## config.mk

```make
export PLATFORM = sky130hd
export DESIGN_NAME = temporal_encoder
export DESIGN_NICKNAME = d
export VERILOG_FILES = /design/src/rtl/temporal_encoder.sv
export SDC_FILE = /design/constraint.sdc
export NUM_CORES = 1
export LEC_CHECK = 0
export BUFFER_PORTS_ARGS = -buffer_cell sky130_fd_sc_hd__clkbuf_2
export CAP_MARGIN = 10
export CORE_MARGIN = 5
export CORE_UTILIZATION = 60
export CTS_CLUSTER_DIAMETER = 60
export CTS_CLUSTER_SIZE = 12
export DETAILED_ROUTE_END_ITERATION = 8
export GPL_TIMING_DRIVEN = 1
export PLACE_DENSITY = 0.85
export SLEW_MARGIN = 15
export SYNTH_ARGS = -nofsm -noshare
export SYNTH_HDL_FRONTEND = slang
export SYNTH_SLANG_ARGS = --single-unit
export TNS_END_PERCENT = 10
```

## constraint.sdc

```tcl
create_clock -name aclk -period 6.7 [get_ports aclk]
set_input_delay 0.67 -clock aclk [delete_from_list [all_inputs] [get_ports aclk]]
set_output_delay 0.67 -clock aclk [all_outputs]
set_load 0.1 [all_outputs]
```

## src/rtl/temporal_encoder.sv

```systemverilog
// temporal_encoder: turns a spike-time value into one fixed-width pulse per gamma cycle,
// with a one-deep holding slot, gamma-clear/start strobes and a sticky underrun flag.
module temporal_encoder #(
   parameter int GAMMA_CYCLE_WIDTH = 16,
   parameter int PULSE_WIDTH = 8,
   parameter int VAL_W = $clog2(GAMMA_CYCLE_WIDTH)
) (
   input  logic             aclk,
   input  logic             grst,
   input  logic             in_valid,
   output logic             in_ready,
   input  logic [VAL_W-1:0] in_value,
   input  logic             in_null,
   output logic             q,
   output logic             gclr,
   output logic             gamma_start,
   output logic             underrun
);
   localparam int CW = $clog2(GAMMA_CYCLE_WIDTH);
   localparam int AW = (VAL_W > CW ? VAL_W : CW) + 1;
   localparam logic [AW-1:0] LAST = AW'(GAMMA_CYCLE_WIDTH - 1);
   localparam logic [AW-1:0] MAXV = AW'(GAMMA_CYCLE_WIDTH - 1 - PULSE_WIDTH);
   localparam logic [AW-1:0] PWM1 = AW'(PULSE_WIDTH - 1);

   logic [CW-1:0]    r_cnt;
   logic             r_run;
   logic [VAL_W-1:0] r_next_v;
   logic             r_next_null;
   logic             r_next_full;
   logic [VAL_W-1:0] r_act_v;
   logic             r_act_null;
   logic             r_q;
   logic             r_gclr;
   logic             r_gamma_start;
   logic             r_underrun;

   logic             w_bnd;
   logic             w_acc;
   logic [CW-1:0]    w_cnt_n;
   logic [VAL_W-1:0] w_act_v_n;
   logic             w_act_null_n;
   logic [AW-1:0]    w_cnt_x;
   logic [AW-1:0]    w_v_x;
   logic [AW-1:0]    w_in_x;
   logic             w_q_n;

   // The first edge after reset is treated as a boundary so gamma 0 starts at cnt=0.
   assign w_bnd        = !r_run || ({{(AW-CW){1'b0}}, r_cnt} == LAST);
   assign w_acc        = in_valid && !r_next_full;
   assign w_cnt_n      = w_bnd ? '0 : r_cnt + CW'(1);
   assign w_act_v_n    = (w_bnd && r_next_full) ? r_next_v : r_act_v;
   assign w_act_null_n = w_bnd ? (!r_next_full || r_next_null) : r_act_null;
   assign w_cnt_x      = {{(AW-CW){1'b0}}, w_cnt_n};
   assign w_v_x        = {{(AW-VAL_W){1'b0}}, w_act_v_n};
   assign w_in_x       = {{(AW-VAL_W){1'b0}}, in_value};
   assign w_q_n        = !w_act_null_n && (w_cnt_x >= w_v_x) && (w_cnt_x <= w_v_x + PWM1);

   always_ff @(posedge aclk or posedge grst) begin
      if (grst) begin
         r_cnt         <= '0;
         r_run         <= 1'b0;
         r_next_v      <= '0;
         r_next_null   <= 1'b1;
         r_next_full   <= 1'b0;
         r_act_v       <= '0;
         r_act_null    <= 1'b1;
         r_q           <= 1'b0;
         r_gclr        <= 1'b0;
         r_gamma_start <= 1'b0;
         r_underrun    <= 1'b0;
      end else begin
         r_cnt         <= w_cnt_n;
         r_run         <= 1'b1;
         r_act_v       <= w_act_v_n;
         r_act_null    <= w_act_null_n;
         r_q           <= w_q_n;
         r_gclr        <= w_cnt_x == LAST;
         r_gamma_start <= w_cnt_n == '0;
         if (w_bnd && !r_next_full)
            r_underrun <= 1'b1;
         // Out-of-range values are folded into null at accept so they never pulse.
         if (w_acc) begin
            r_next_v    <= in_value;
            r_next_null <= in_null || (w_in_x > MAXV);
            r_next_full <= 1'b1;
         end else if (w_bnd) begin
            r_next_full <= 1'b0;
         end
      end
   end

   assign in_ready    = !r_next_full;
   assign q           = r_q;
   assign gclr        = r_gclr;
   assign gamma_start = r_gamma_start;
   assign underrun    = r_underrun;
endmodule

```

======== After elaboration in Yosys (flattened, before gate mapping) ========
Cells that the tools add are included.
word-level totals
  register bits ........................... 20
  bits in latches ......................... 0
  memory bits (writable) .................. 0
  memory bits (read-only) ................. 0
  input port bits ......................... 8
  output and inout port bits .............. 5
  logic and storage cells ................. 36
  memories ................................ 0
cells by class
  $add $sub $neg .......................... 2
  $mul .................................... 0
  divide/modulo/power cells ............... 0
  magnitude comparators ................... 3
  equal/unequal tests ..................... 2
  shift operators ......................... 0
  multiplexer cells ....................... 5
  bitwise gates (word level) .............. 0
  reductions and logical operators ........ 13
operators by type and width
  kind                   number
  $eq A4 B4 Y1 const B   2
  $mux W4                2
  $add A4 B3 Y5 const B  1
  $le A4 B5 Y1           1
  $logic_and A1 B1 Y1    5
  $add A4 B1 Y4 const B  1
  $ge A4 B4 Y1           1
  $gt A4 B3 Y1 const B   1
  $logic_not A4 Y1       1
  $logic_not A1 Y1       3
  $logic_or A1 B1 Y1     3
  $mux W1                3
  $reduce_bool A2 Y1     1

======== Depth between registers and ports, before layout ========
Gate-level depths: netlist of run 1.
  depth in word-level cells ............... 7
  gate-level depth with buffers ........... 12
  gate-level depth less buffers ........... 12

======== Least setup slack after synthesis of run 1 ========
Ideal clock, no wire load.
  path kind ............................... reg-to-reg
  start point ............................. reg r_next_full
  end point ............................... reg r_q (netlist: q)
  library setup time ...................... 65 ps
  arrival time ............................ 2,896 ps
  slack ................................... 3,739 ps
  stages on the path, launching flop included .. 11
  buffers on the path ..................... 0
  path through ............................ dfrtp_1 inv_1 a21oi_4 mux2i_1 ha_1 ha_1 nor2b_1 o211ai_1 a21oi_1 a221oi_1 o21a_1
on the way
  cells in the longest elaborated chain, start to end .. 6
ends and longest elaborated chain
  item                              line  text
  from (decl)                       29    logic r_next_full;
  from (signal assigned)            64    r_next_full <= 1'b0;
  from (signal assigned)            85    r_next_full <= 1'b1;
  from (signal assigned)            87    r_next_full <= 1'b0;
  $logic_not A1 Y1                  -
  net in_ready                      11    output logic in_ready,
  $logic_or A1 B1 Y1                52    assign w_act_null_n = w_bnd ? (!r_next_full || r_next_null) : r_act_null;
  $mux W1                           52
  $logic_not A1 Y1                  56    assign w_q_n = !w_act_null_n && (w_cnt_x >= w_v_x) && (w_cnt_x <= w_v_x + PWM1);
  $logic_and A1 B1 Y1 (2 in a row)  56
  net w_q_n                         45    logic w_q_n;
  to (signal assigned)              76    r_q <= w_q_n;
  to (decl)                         32    logic r_q;
The timed path passes the listed nets, and every way through them passes these cells.
A chain may end at the register's enable or synchronous reset.

======== Worst setup path in the final report of run 1 ========
  start point ............................. reg r_cnt[0]
  end point ............................... reg r_q (netlist: q)
on the way
  cells in the longest elaborated chain, start to end .. 7
ends and longest elaborated chain
  item                                                        line  text
  from (decl)                                                 25    logic [CW-1:0] r_cnt;
  from (signal assigned)                                      72    r_cnt <= w_cnt_n;
  $eq A4 B4 Y1                                                48    assign w_bnd = !r_run || ({{(AW-CW){1'b0}}, r_cnt} == LAST);
  $logic_or A1 B1 Y1                                          48
  $logic_and A1 B1 Y1                                         51    assign w_act_v_n = (w_bnd && r_next_full) ? r_next_v : r_act_v;
  $mux W4                                                     51
  $add A4 B3 Y5 / $ge A4 B4 Y1 (equally long branches)        56
  $le A4 B5 Y1 / $logic_and A1 B1 Y1 (equally long branches)  56
  $logic_and A1 B1 Y1 *                                       56
  net w_q_n                                                   45
The timed path passes the listed nets; every way through them passes the cells marked *.

==> flow_summary.json, run 1 <==
{
  "ys_ff_latch": 20,
  "power.share.switching_pct": 33.99,
  "cellLeakagePower_nw": 0.5688,
  "vdd_ir_drop_max_mv": 0.2040,
  "pin_count": 13,
  "wl_mm": 1.881,
  "flow.area_growth_from_synthesis_pct": 12.50,
  "cts_made_buffers": 3,
  "power_report.internal_total_uw": 258.6,
  "final_critical_path_setup_slack_ns": 3.683,
  "max_slew_margin_pct": 51.63,
  "port_buffers": 12,
  "setup.worst_path.start_class": "flop",
  "die_h_um": 52.05,
  "clock_latency_ns": 0.31,
  "max-clock-path-buffers": 2,
  "cts_hold_buffers": 0,
  "netSwitchingPower_uw": 133.1,
  "synthDominantAreaCellType": "sky130_fd_sc_hd__dfrtp_1",
  "crit-reg2reg-capture": "q",
  "run_status": "finished, final reports clean",
  "design.core.area_mm2": 0.001708,
  "post-synth-top-area-fraction_pct": 42.45,
  "post_cts_setup_buffer_count": 0,
  "clockPowerShare_pct": 25.2,
  "pre_cts_ws_ns": 3.692,
  "floorplan.die.width_um": 52.05,
  "r2r.worst_path.cells": 11,
  "cts-resized-gates": 0,
  "reg_to_reg_start": "r_cnt[0]",
  "synthesis.area_per_instance_um2": 11.41,
  "ctsHtreeMaxLevel": 1,
  "total_cell_area_at_the_placement_stage_mm2": 0.001141,
  "groute.usage.overall_pct": 17.85,
  "worst_path_most_repeated_cell": "sky130_fd_sc_hd__ha_1",
  "drt.antenna.violating_nets": 0,
  "worst-slew-pin-transition_ns": 0.7248,
  "timing.critical_path.cells": "ha_1, nand3_4, a21oi_4, mux2i_1, ha_1, ha_1, nor2b_1, o211ai_1, a21oi_1, a221oi_1, o21a_1",
  "detail_route.drc_violations": 0,
  "fin_tns_setup_ns": 0,
  "mappedNetlistArea_mm2": 0.001061,
  "mean_routed_wirelength_per_cell_um": 14.36,
  "worst-path-buf-inv": 0,
  "place.detailed.hpwl_mm": 1.448,
  "fmax_ghz": 0.3314,
  "hold_slack_ns": 0.4436,
  "vias": 734,
  "cp_max_stage_delay_ns": 0.42,
  "rsz0062_at_grt": "no",
  "count_of_antenna_diodes_in_the_layout": 0,
  "synth-edff-count": 0,
  "worstPathMaxFanout": 5,
  "rrSetupSlack_ns": 3.68,
  "yosysWarnings": 0,
  "synth_top_cells_by_area": "sky130_fd_sc_hd__dfrtp_1 42%, sky130_fd_sc_hd__ha_1 9.4%, sky130_fd_sc_hd__mux2_2 5.3%",
  "grt_remaining_overflow": 0,
  "timing.final.hold_violations": 0,
  "ys_dominant_reg_cell": "sky130_fd_sc_hd__dfrtp_1",
  "core_rows": 15,
  "worst_setup_path_end_kind": "flop",
  "nFillCells": 130,
  "drt_first_iter_violations": 11,
  "ys_async_sr_fraction_pct": 100.0,
  "seq_area_frac_synth_pct": 47.41,
  "synthesis.nets": 109,
  "tritoncts": "built",
  "vias_in_the_first_global_route": 816,
  "period_needed_ns": 3.017,
  "layout-drive-gt1-share_pct": 26.42,
  "detail_route.vias_per_cell": 5.603,
  "grt_pass1_wl_mm": 3.456,
  "floorplan.die_area_mm2": 0.002709,
  "max_cap_violations": 0,
  "netlist-cell-type-count": 39,
  "worstPathArrival_ns": 3.27,
  "postLayoutCellArea_mm2": 0.001194,
  "final_net_count": 123,
  "fin_worst_skew_ns": 0.002638,
  "crit_required_ns": 6.95,
  "power_density_mw_per_mm2": 328.2,
  "timing.final.max_slew_violations": 0,
  "critical_path.top_delay_family": "compound AO/OA/AOI/OAI gates",
  "drt_pre_antenna_iters": 4,
  "dp.cells": 127,
  "grt_start_max_net_pins": 21,
  "instances_no_fill": 131,
  "worstSetupPathType": "flop to flop",
  "cts_root_buffer": "sky130_fd_sc_hd__clkbuf_4",
  "worst_path_clk_slew_ns": 0.11,
  "min_path_type": "primary input to async pin",
  "cells_after_synth": 93,
  "final.period_utilization_pct": 45.03,
  "tritoncts_num_sinks": 20,
  "setup_viol_count_final": 0,
  "number_of_antenna_violations_at_the_first_check_in_global_routing": 0,
  "cp_slowest_cell": "sky130_fd_sc_hd__mux2i_1",
  "pwr-share-comb_pct": 35.4,
  "finalWeightedCongestion": 0.7811,
  "power.sequential.fraction_pct": 39.5,
  "start_util_pct": 62.12
}
[routing by layer]
metal	vias to the layer above	share of wire, %	track usage (%)
li1	359	-	-
met1	354	43	20.44
met2	16	50	29.71
met3	5	4.2	4.011
met4	0	2.8	11.35
met5	-	0	0
[cell type report]
class,count,area (µm²),area share (%)
clock buffer,3,22.52,1.887
clock inverter,1,30.03,2.516
inverter,8,30.03,2.516
multi-input combinational,62,516.7,43.29
sequential,20,503.0,42.14
tap,25,31.28,2.621
timing repair buffer,12,60.06,5.031
[cells in the final DEF (no fill, tap or decap), types with 2 or more instances in the layout]
cell and count:
sky130_fd_sc_hd__a21oi_1 3, sky130_fd_sc_hd__and2_1 2, sky130_fd_sc_hd__clkbuf_2 12, sky130_fd_sc_hd__clkbuf_4 3, sky130_fd_sc_hd__dfrtp_1 18, sky130_fd_sc_hd__dfstp_2 2
sky130_fd_sc_hd__ha_1 8, sky130_fd_sc_hd__inv_1 8, sky130_fd_sc_hd__mux2_2 5, sky130_fd_sc_hd__mux2i_1 3, sky130_fd_sc_hd__nand2_1 3, sky130_fd_sc_hd__nand3_1 3
sky130_fd_sc_hd__nand3b_1 2, sky130_fd_sc_hd__nor2_1 2, sky130_fd_sc_hd__nor2b_1 2, sky130_fd_sc_hd__o211ai_1 2, sky130_fd_sc_hd__o21a_1 2, sky130_fd_sc_hd__xnor2_1 3
[power by group through the flow]
| stage | sequential (mW) | clock (mW) | combinational, mW |
|---|---|---|---|
| after floorplan | 0.163 | 0 | 0.102 |
| after global placement | 0.156 | 0 | 0.131 |
| after detailed placement | 0.157 | 0 | 0.138 |
| after CTS | 0.154 | 0.100 | 0.138 |
| after global routing | 0.158 | 0.105 | 0.157 |
| final | 0.155 | 0.0986 | 0.139 |
[registers in the layout (all words and copies together) (netlist names)]
register	count
underrun	1
r_next_v	4
r_act_v	4
r_run	1
r_next_full	1
q	1
r_cnt	4
r_act_null	1
gclr	1
gamma_start	1
r_next_null	1
[worst max-delay path by stage]
stage	cells past startpoint	start	to	slack, ns
global route	11	r_cnt[0]	q	3.39
global placement	11	r_cnt[0]	q	3.73
CTS	11	r_cnt[0]	q	3.65
finish	11	r_cnt[0]	q	3.68
detailed placement	11	r_cnt[0]	q	3.69
floorplan	10	r_next_full	q	3.74
[per-stage QoR]
stage | utilization, % | total power, mW
2_1_floorplan | - | 0.2652
3_3_place_gp | 66.81 | 0.2870
3_5_place_dp | 66.81 | 0.2949
4_1_cts | 69.89 | 0.3929
5_1_grt | 69.89 | 0.4193
6_report | 69.89 | 0.3917
[synthesized netlist by cell type, drive strengths merged, types with 2 or more instances]
| master | number |
|---|---|
| inv | 8 |
| o21a | 2 |
| nor2b | 2 |
| mux2i | 3 |
| nand3 | 4 |
| mux2 | 5 |
| dfstp | 2 |
| nor2 | 2 |
| nand2 | 3 |
| ha | 8 |
| o211ai | 2 |
| dfrtp | 18 |
| clkbuf | 3 |
| and2 | 3 |
| xnor2 | 3 |
| a21oi | 4 |
| nand3b | 2 |
[cells by family after synthesis]
logic type	count (synthesis)	synth area share, %
compound gates	18	13.44
xor+xnor	4	3.302
fa+ha+maj	8	9.434
buf+inv	11	3.892
flops	20	47.41
mux	8	8.137
other cells	1	0.3534
simple gates	23	14.03
[worst reg2reg max path: cells and delay by family (launching register included)]
kind,cells,cell delay [ns]
AOI/OAI and AO/OA,5,0.97
adders and majority gates,3,0.89
muxes,1,0.42
DFF,1,0.40
and+or+nand+nor,2,0.27
No activity file was read; power rests on OpenSTA's default activity.
==> run 2: changes to the inputs <==
--- a/config.mk
+++ b/config.mk
@@ -8,12 +8,12 @@
 export BUFFER_PORTS_ARGS = -buffer_cell sky130_fd_sc_hd__clkbuf_2
 export CAP_MARGIN = 10
 export CORE_MARGIN = 5
-export CORE_UTILIZATION = 60
+export CORE_UTILIZATION = 55
 export CTS_CLUSTER_DIAMETER = 60
 export CTS_CLUSTER_SIZE = 12
 export DETAILED_ROUTE_END_ITERATION = 8
 export GPL_TIMING_DRIVEN = 1
-export PLACE_DENSITY = 0.85
+export PLACE_DENSITY = 0.79
 export SLEW_MARGIN = 15
 export SYNTH_ARGS = -nofsm -noshare
 export SYNTH_HDL_FRONTEND = slang
==> constraint.sdc (replaced) <==
create_clock -name aclk -period 2.98 [get_ports aclk]
set_input_delay 0.298 -clock aclk [delete_from_list [all_inputs] [get_ports aclk]]
set_output_delay 0.298 -clock aclk [all_outputs]
set_load 0.1 [all_outputs]
==> run 2 against run 1 <==
Utilization shrank 1.0 points. First-iteration DRC count up 27%. Sequential share of layout area fell by 1.2 points. Combinational power is 130% higher. Sequential power increased by 130%. Largest cell class unchanged. Largest power group unchanged.
==> flow_summary.json, run 2 (same netlist as run 1, synthesis figures left out) <==
{
  "tritoncts_num_sinks": 20,
  "total_power_uw": 900.5,
  "period_needed_ns": 2.819,
  "fin_worst_skew_ns": 0.001455,
  "grt_start_max_net_pins": 21,
  "cellLeakagePower_nw": 0.5884,
  "most_common_cell_after_layout_fill_and_taps_aside": "sky130_fd_sc_hd__dfrtp_1",
  "max-clock-path-buffers": 2,
  "flow.area_growth_from_synthesis_pct": 15.68,
  "groute.usage.overall_pct": 15.34,
  "max_cap_violations": 0,
  "mean_routed_wirelength_per_cell_um": 14.28,
  "wl_mm": 1.928,
  "design.core.area_mm2": 0.001783,
  "rsz0062_at_grt": "no",
  "cts_hold_buffers": 0,
  "vias": 741,
  "cts_root_buffer": "sky130_fd_sc_hd__clkbuf_4",
  "post_cts_setup_buffer_count": 0,
  "grt_remaining_overflow": 0,
  "number_of_antenna_violations_at_the_first_check_in_global_routing": 0,
  "floorplan.die_area_mm2": 0.002907,
  "total_cell_area_at_the_placement_stage_mm2": 0.001171,
  "max_slew_margin_pct": 50.83,
  "vdd_ir_drop_max_mv": 0.4831,
  "vias_in_the_first_global_route": 752,
  "layout_common_cells": "18 x sky130_fd_sc_hd__dfrtp_1, 12 x sky130_fd_sc_hd__clkbuf_2, 8 x sky130_fd_sc_hd__inv_1, 8 x sky130_fd_sc_hd__ha_1, 5 x sky130_fd_sc_hd__mux2_2",
  "worst_path_clk_slew_ns": 0.12,
  "timing.final.hold_violations": 0,
  "pin_count": 13,
  "ctsHtreeMaxLevel": 1,
  "setup.worst_path.start_class": "flop",
  "power_density_mw_per_mm2": 733.6,
  "cts_made_buffers": 3,
  "run_status": "finished, final reports clean",
  "drt.antenna.violating_nets": 0,
  "timing.final.max_slew_violations": 0,
  "pre_cts_ws_ns": 0.1527,
  "final_net_count": 127,
  "layout-drive-gt1-share_pct": 30.00,
  "drt_pre_antenna_iters": 4,
  "clock_latency_ns": 0.31,
  "place.detailed.hpwl_mm": 1.500,
  "start_util_pct": 59.51,
  "finalWeightedCongestion": 0.8431,
  "count_of_antenna_diodes_in_the_layout": 0,
  "rrSetupSlack_ns": 0.16,
  "fin_tns_setup_ns": 0,
  "floorplan.die.width_um": 53.92,
  "detail_route.vias_per_cell": 5.489,
  "worstPathMaxFanout": 4,
  "final_critical_path_setup_slack_ns": 0.1612,
  "setup_viol_count_final": 0,
  "cts-resized-gates": 0,
  "fmax_ghz": 0.3548,
  "tritoncts": "built",
  "worstPathArrival_ns": 3.08,
  "multiInputGateArea_um2": 520.5,
  "postLayoutCellArea_mm2": 0.001227,
  "min_path_type": "primary input to async pin",
  "detail_route.drc_violations": 0,
  "hold_slack_ns": 0.06653,
  "worst-slew-pin-transition_ns": 0.7367,
  "drt_first_iter_violations": 14,
  "worst_setup_path_end_kind": "flop",
  "nFillCells": 142,
  "port_buffers": 12,
  "worstSetupPathType": "flop to flop",
  "core_rows": 15,
  "crit_required_ns": 3.24,
  "final.period_utilization_pct": 94.59,
  "regs_by_ff_count": "r_act_v (4), r_cnt (4), r_next_v (4)",
  "seq_area_um2": 503.0,
  "die_h_um": 53.92,
  "grt_pass1_wl_mm": 3.194
}
## run 2: cell count changes in the layout (fill, tap and decap cells not counted), sizes merged
| cell | change |
|---|---|
| buf | +4 |
## run 2: area by class of cell
cell class	count	area share, %
Clock buffer	3	1.835
Clock inverter	1	2.446
Inverter	8	2.446
Multi-Input combinational cell	62	42.41
Sequential cell	20	40.98
Tap cell	25	2.548
Timing Repair Buffer	16	7.339
## run 2: path summary, 6_finish.rpt
kind                          start     endpoint  cells after the start
setup / recovery           r_cnt[0]            q                     11
hold / removal                 grst        r_run                      2
setup reg to reg           r_cnt[0]            q                     11
hold reg to reg            underrun     underrun                      1
max in group asynchronous      grst  r_next_v[0]                      2
min in group aclk           in_null  r_next_null                      3
## run 2: worst max-delay path, cell delays in order (launching register included)
cell and delay (ns):
sky130_fd_sc_hd__dfrtp_1 0.41, sky130_fd_sc_hd__ha_1 0.23, sky130_fd_sc_hd__nand3_4 0.10, sky130_fd_sc_hd__a21oi_4 0.22, sky130_fd_sc_hd__mux2i_1 0.33, sky130_fd_sc_hd__ha_1 0.29, sky130_fd_sc_hd__ha_1 0.28, sky130_fd_sc_hd__nor2b_1 0.13
sky130_fd_sc_hd__o211ai_1 0.19, sky130_fd_sc_hd__a21oi_1 0.10, sky130_fd_sc_hd__a221oi_1 0.32, sky130_fd_sc_hd__o21a_1 0.17
## run 2: power by group
part | leakage, nW | switching, mW | total [mW] | internal (mW)
logic | 0.320 | 0.182 | 0.323 | 0.141
registers | 0.241 | 0.0303 | 0.350 | 0.320
clock network | 0.0279 | 0.0907 | 0.227 | 0.136
total | 0.588 | 0.303 | 0.901 | 0.597
## run 2: per-stage QoR
| step | util (%) | cells |
|---|---|---|
| after floorplan | - | 93 |
| after global placement | 65.68 | 131 |
| after detailed placement | 65.68 | 131 |
| after CTS | 68.63 | 135 |
| after global routing | 68.84 | 135 |
| final | 68.84 | 135 |
## run 2: per-layer routing
| layer | vias to the layer above | routed length [µm] | global-route usage, % |
|---|---|---|---|
| met5 | - | 0 | 0 |
| met4 | 0 | 32 | 7.660 |
| met3 | 2 | 109 | 3.601 |
| met2 | 18 | 934 | 25.81 |
| met1 | 350 | 851 | 18.12 |
| li1 | 371 | - | - |
==> run 3: changes to the inputs <==
--- a/config.mk
+++ b/config.mk
@@ -7,7 +7,7 @@
 export LEC_CHECK = 0
 export BUFFER_PORTS_ARGS = -buffer_cell sky130_fd_sc_hd__clkbuf_2
 export CAP_MARGIN = 10
-export CORE_MARGIN = 5
+export CORE_MARGIN = 4
 export CORE_UTILIZATION = 55
 export CTS_CLUSTER_DIAMETER = 60
 export CTS_CLUSTER_SIZE = 12
==> run 3 against run 2 <==
Critical path depth is 1 higher. Register-to-register slack about the same. Via count rose by 4.5%. Flip-flop and latch count unchanged. Sequential power up 2%. Hold slack improved by 0.011 ns. Clock skew hardly changed. Critical path type unchanged. Design area grew 3.2%. Combinational power up 21%. Global-route usage rose by 3.2 points. Die area shrank 7.3%.
==> flow_summary.json, run 3 (same netlist as run 1, synthesis figures left out) <==
{
  "run_status": "finished, final reports clean",
  "r2r.worst_path.cells": 12,
  "total_power_uw": 902.7,
  "max_slew_margin_pct": 52.42,
  "grt_pass1_wl_mm": 3.588,
  "drt.antenna.violating_nets": 0,
  "groute.usage.overall_pct": 18.52,
  "cts_hold_buffers": 0,
  "layout_common_cells": "18 x sky130_fd_sc_hd__dfrtp_1, 12 x sky130_fd_sc_hd__clkbuf_2, 8 x sky130_fd_sc_hd__inv_1",
  "detail_route.vias_per_cell": 5.691,
  "setup.worst_path.start_class": "flop",
  "crit-reg2reg-capture": "q",
  "detail_route.drc_violations": 0,
  "clock_latency_ns": 0.30,
  "layout-drive-gt1-share_pct": 35.14,
  "fmax_ghz": 0.3541,
  "rsz0062_at_grt": "no",
  "timing.final.hold_violations": 0,
  "mean_routed_wirelength_per_cell_um": 15.52,
  "ctsHtreeMaxLevel": 1,
  "place.detailed.hpwl_mm": 1.466,
  "worst_setup_path_end_kind": "flop",
  "crit_required_ns": 3.17,
  "pin_count": 13,
  "cts_root_buffer": "sky130_fd_sc_hd__clkbuf_4",
  "number_of_antenna_violations_at_the_first_check_in_global_routing": 0,
  "max-clock-path-buffers": 2,
  "timing.final.max_slew_violations": 0,
  "timing.critical_path.cells": "ha_4, nand3_4, a21oi_4, mux2i_2, buf_4, nand3_1, xnor2_1, ha_1, and4_1, a211oi_1, a221oi_2, o21a_1",
  "vdd_ir_drop_max_mv": 0.5875,
  "setup_viol_count_final": 0,
  "drt_first_iter_violations": 20,
  "floorplan.die.width_um": 51.92,
  "worst-slew-pin-transition_ns": 0.7129,
  "wl_mm": 2.111,
  "drt_pre_antenna_iters": 4,
  "power_density_mw_per_mm2": 712.9,
  "m1WireLength_um": 908,
  "tritoncts_num_sinks": 20,
  "flow.area_growth_from_synthesis_pct": 19.34,
  "floorplan.die_area_mm2": 0.002696,
  "worstPathMaxFanout": 5,
  "port_buffers": 12,
  "startpoint": "r_cnt[0]",
  "finalWeightedCongestion": 0.8287,
  "regs_by_ff_count": "r_act_v (4), r_cnt (4), r_next_v (4)",
  "worstPathArrival_ns": 3.02,
  "cp_max_stage_delay_ns": 0.44,
  "most_common_cell_after_layout_fill_and_taps_aside": "sky130_fd_sc_hd__dfrtp_1",
  "rrSetupSlack_ns": 0.16,
  "hold_slack_ns": 0.07748,
  "tritoncts": "built",
  "fin_tns_setup_ns": 0,
  "instances_no_fill": 136,
  "top_layer_used": "met4",
  "post-route-util_pct": 71.02,
  "period_needed_ns": 2.824,
  "final_net_count": 128,
  "vias": 774,
  "final.period_utilization_pct": 94.78,
  "dr_wl_met3_um": 87,
  "cts_made_buffers": 3,
  "cp_slowest_cell": "sky130_fd_sc_hd__dfrtp_1",
  "reg_to_reg_start": "r_cnt[0]",
  "max_cap_violations": 0,
  "cp_endpoint": "q",
  "start_util_pct": 59.51,
  "count_of_antenna_diodes_in_the_layout": 0,
  "worstSetupPathType": "flop to flop",
  "design.core.area_mm2": 0.001783,
  "die_h_um": 51.92,
  "vias_in_the_first_global_route": 764,
  "dp.cells": 129,
  "min_path_type": "primary input to async pin",
  "fin_worst_skew_ns": 0.001559,
  "met2RoutedLength_mm": 1.042,
  "cellLeakagePower_nw": 0.5914,
  "worst_path_clk_slew_ns": 0.11,
  "grt_remaining_overflow": 0,
  "grt_start_max_net_pins": 21,
  "core_rows": 15
}
## run 3: worst min-delay path by stage
stage	startpoint	depth (start not counted)	endpoint
after floorplan	grst	1	gamma_start
after global placement	grst	2	r_next_v[3]
after detailed placement	grst	2	r_act_v[1]
after CTS	grst	2	r_next_v[3]
after global routing	grst	2	r_next_v[1]
final	grst	2	r_next_v[1]
## run 3: power by group
part	leakage (nW)	internal, mW	switching, mW
logic	0.330	0.175	0.216
registers	0.241	0.320	0.0373
clock network	0.0210	0.0745	0.0792
total	0.591	0.570	0.333
## run 3: through the flow
step	setup slack [ns]	instance area, µm²
floorplan	0.01911	1061
finish	0.1556	1266
CTS	0.01026	1205
detailed placement	0.0007578	1156
global route	0.004604	1266
global placement	0.2122	1156
## run 3: what timing repair did
item                       4_1_cts  5_1_grt
pin swaps                        0        6
gates cloned                     0        0
setup endpoints to repair        1        1
resized for setup                2        6
setup buffers                    0        3
## run 3: cell type report
class / instances / area (µm²)
clock buffer: 4 / 36.28
fill: 134 / 516.7
inverter: 8 / 30.03
multi-input combinational: 62 / 568.0
sequential: 20 / 503.0
tap: 25 / 31.28
timing repair buffer: 17 / 97.59
## run 3: per-layer routing
layer / GRT usage, % / vias to the layer above
met5: 0 / -
met4: 10.04 / 0
met3: 3.438 / 8
met2: 29.92 / 23
met1: 23.13 / 373
li1: - / 370
## run 3: critical path, delay by kind of cell (launching register included)
family	cells	cell delay (ns)
compound gates	4	0.79
fa+ha+maj	2	0.47
flops	1	0.44
simple gates	3	0.41
mux	1	0.29
buf+inv	1	0.16
xor+xnor	1	0.14
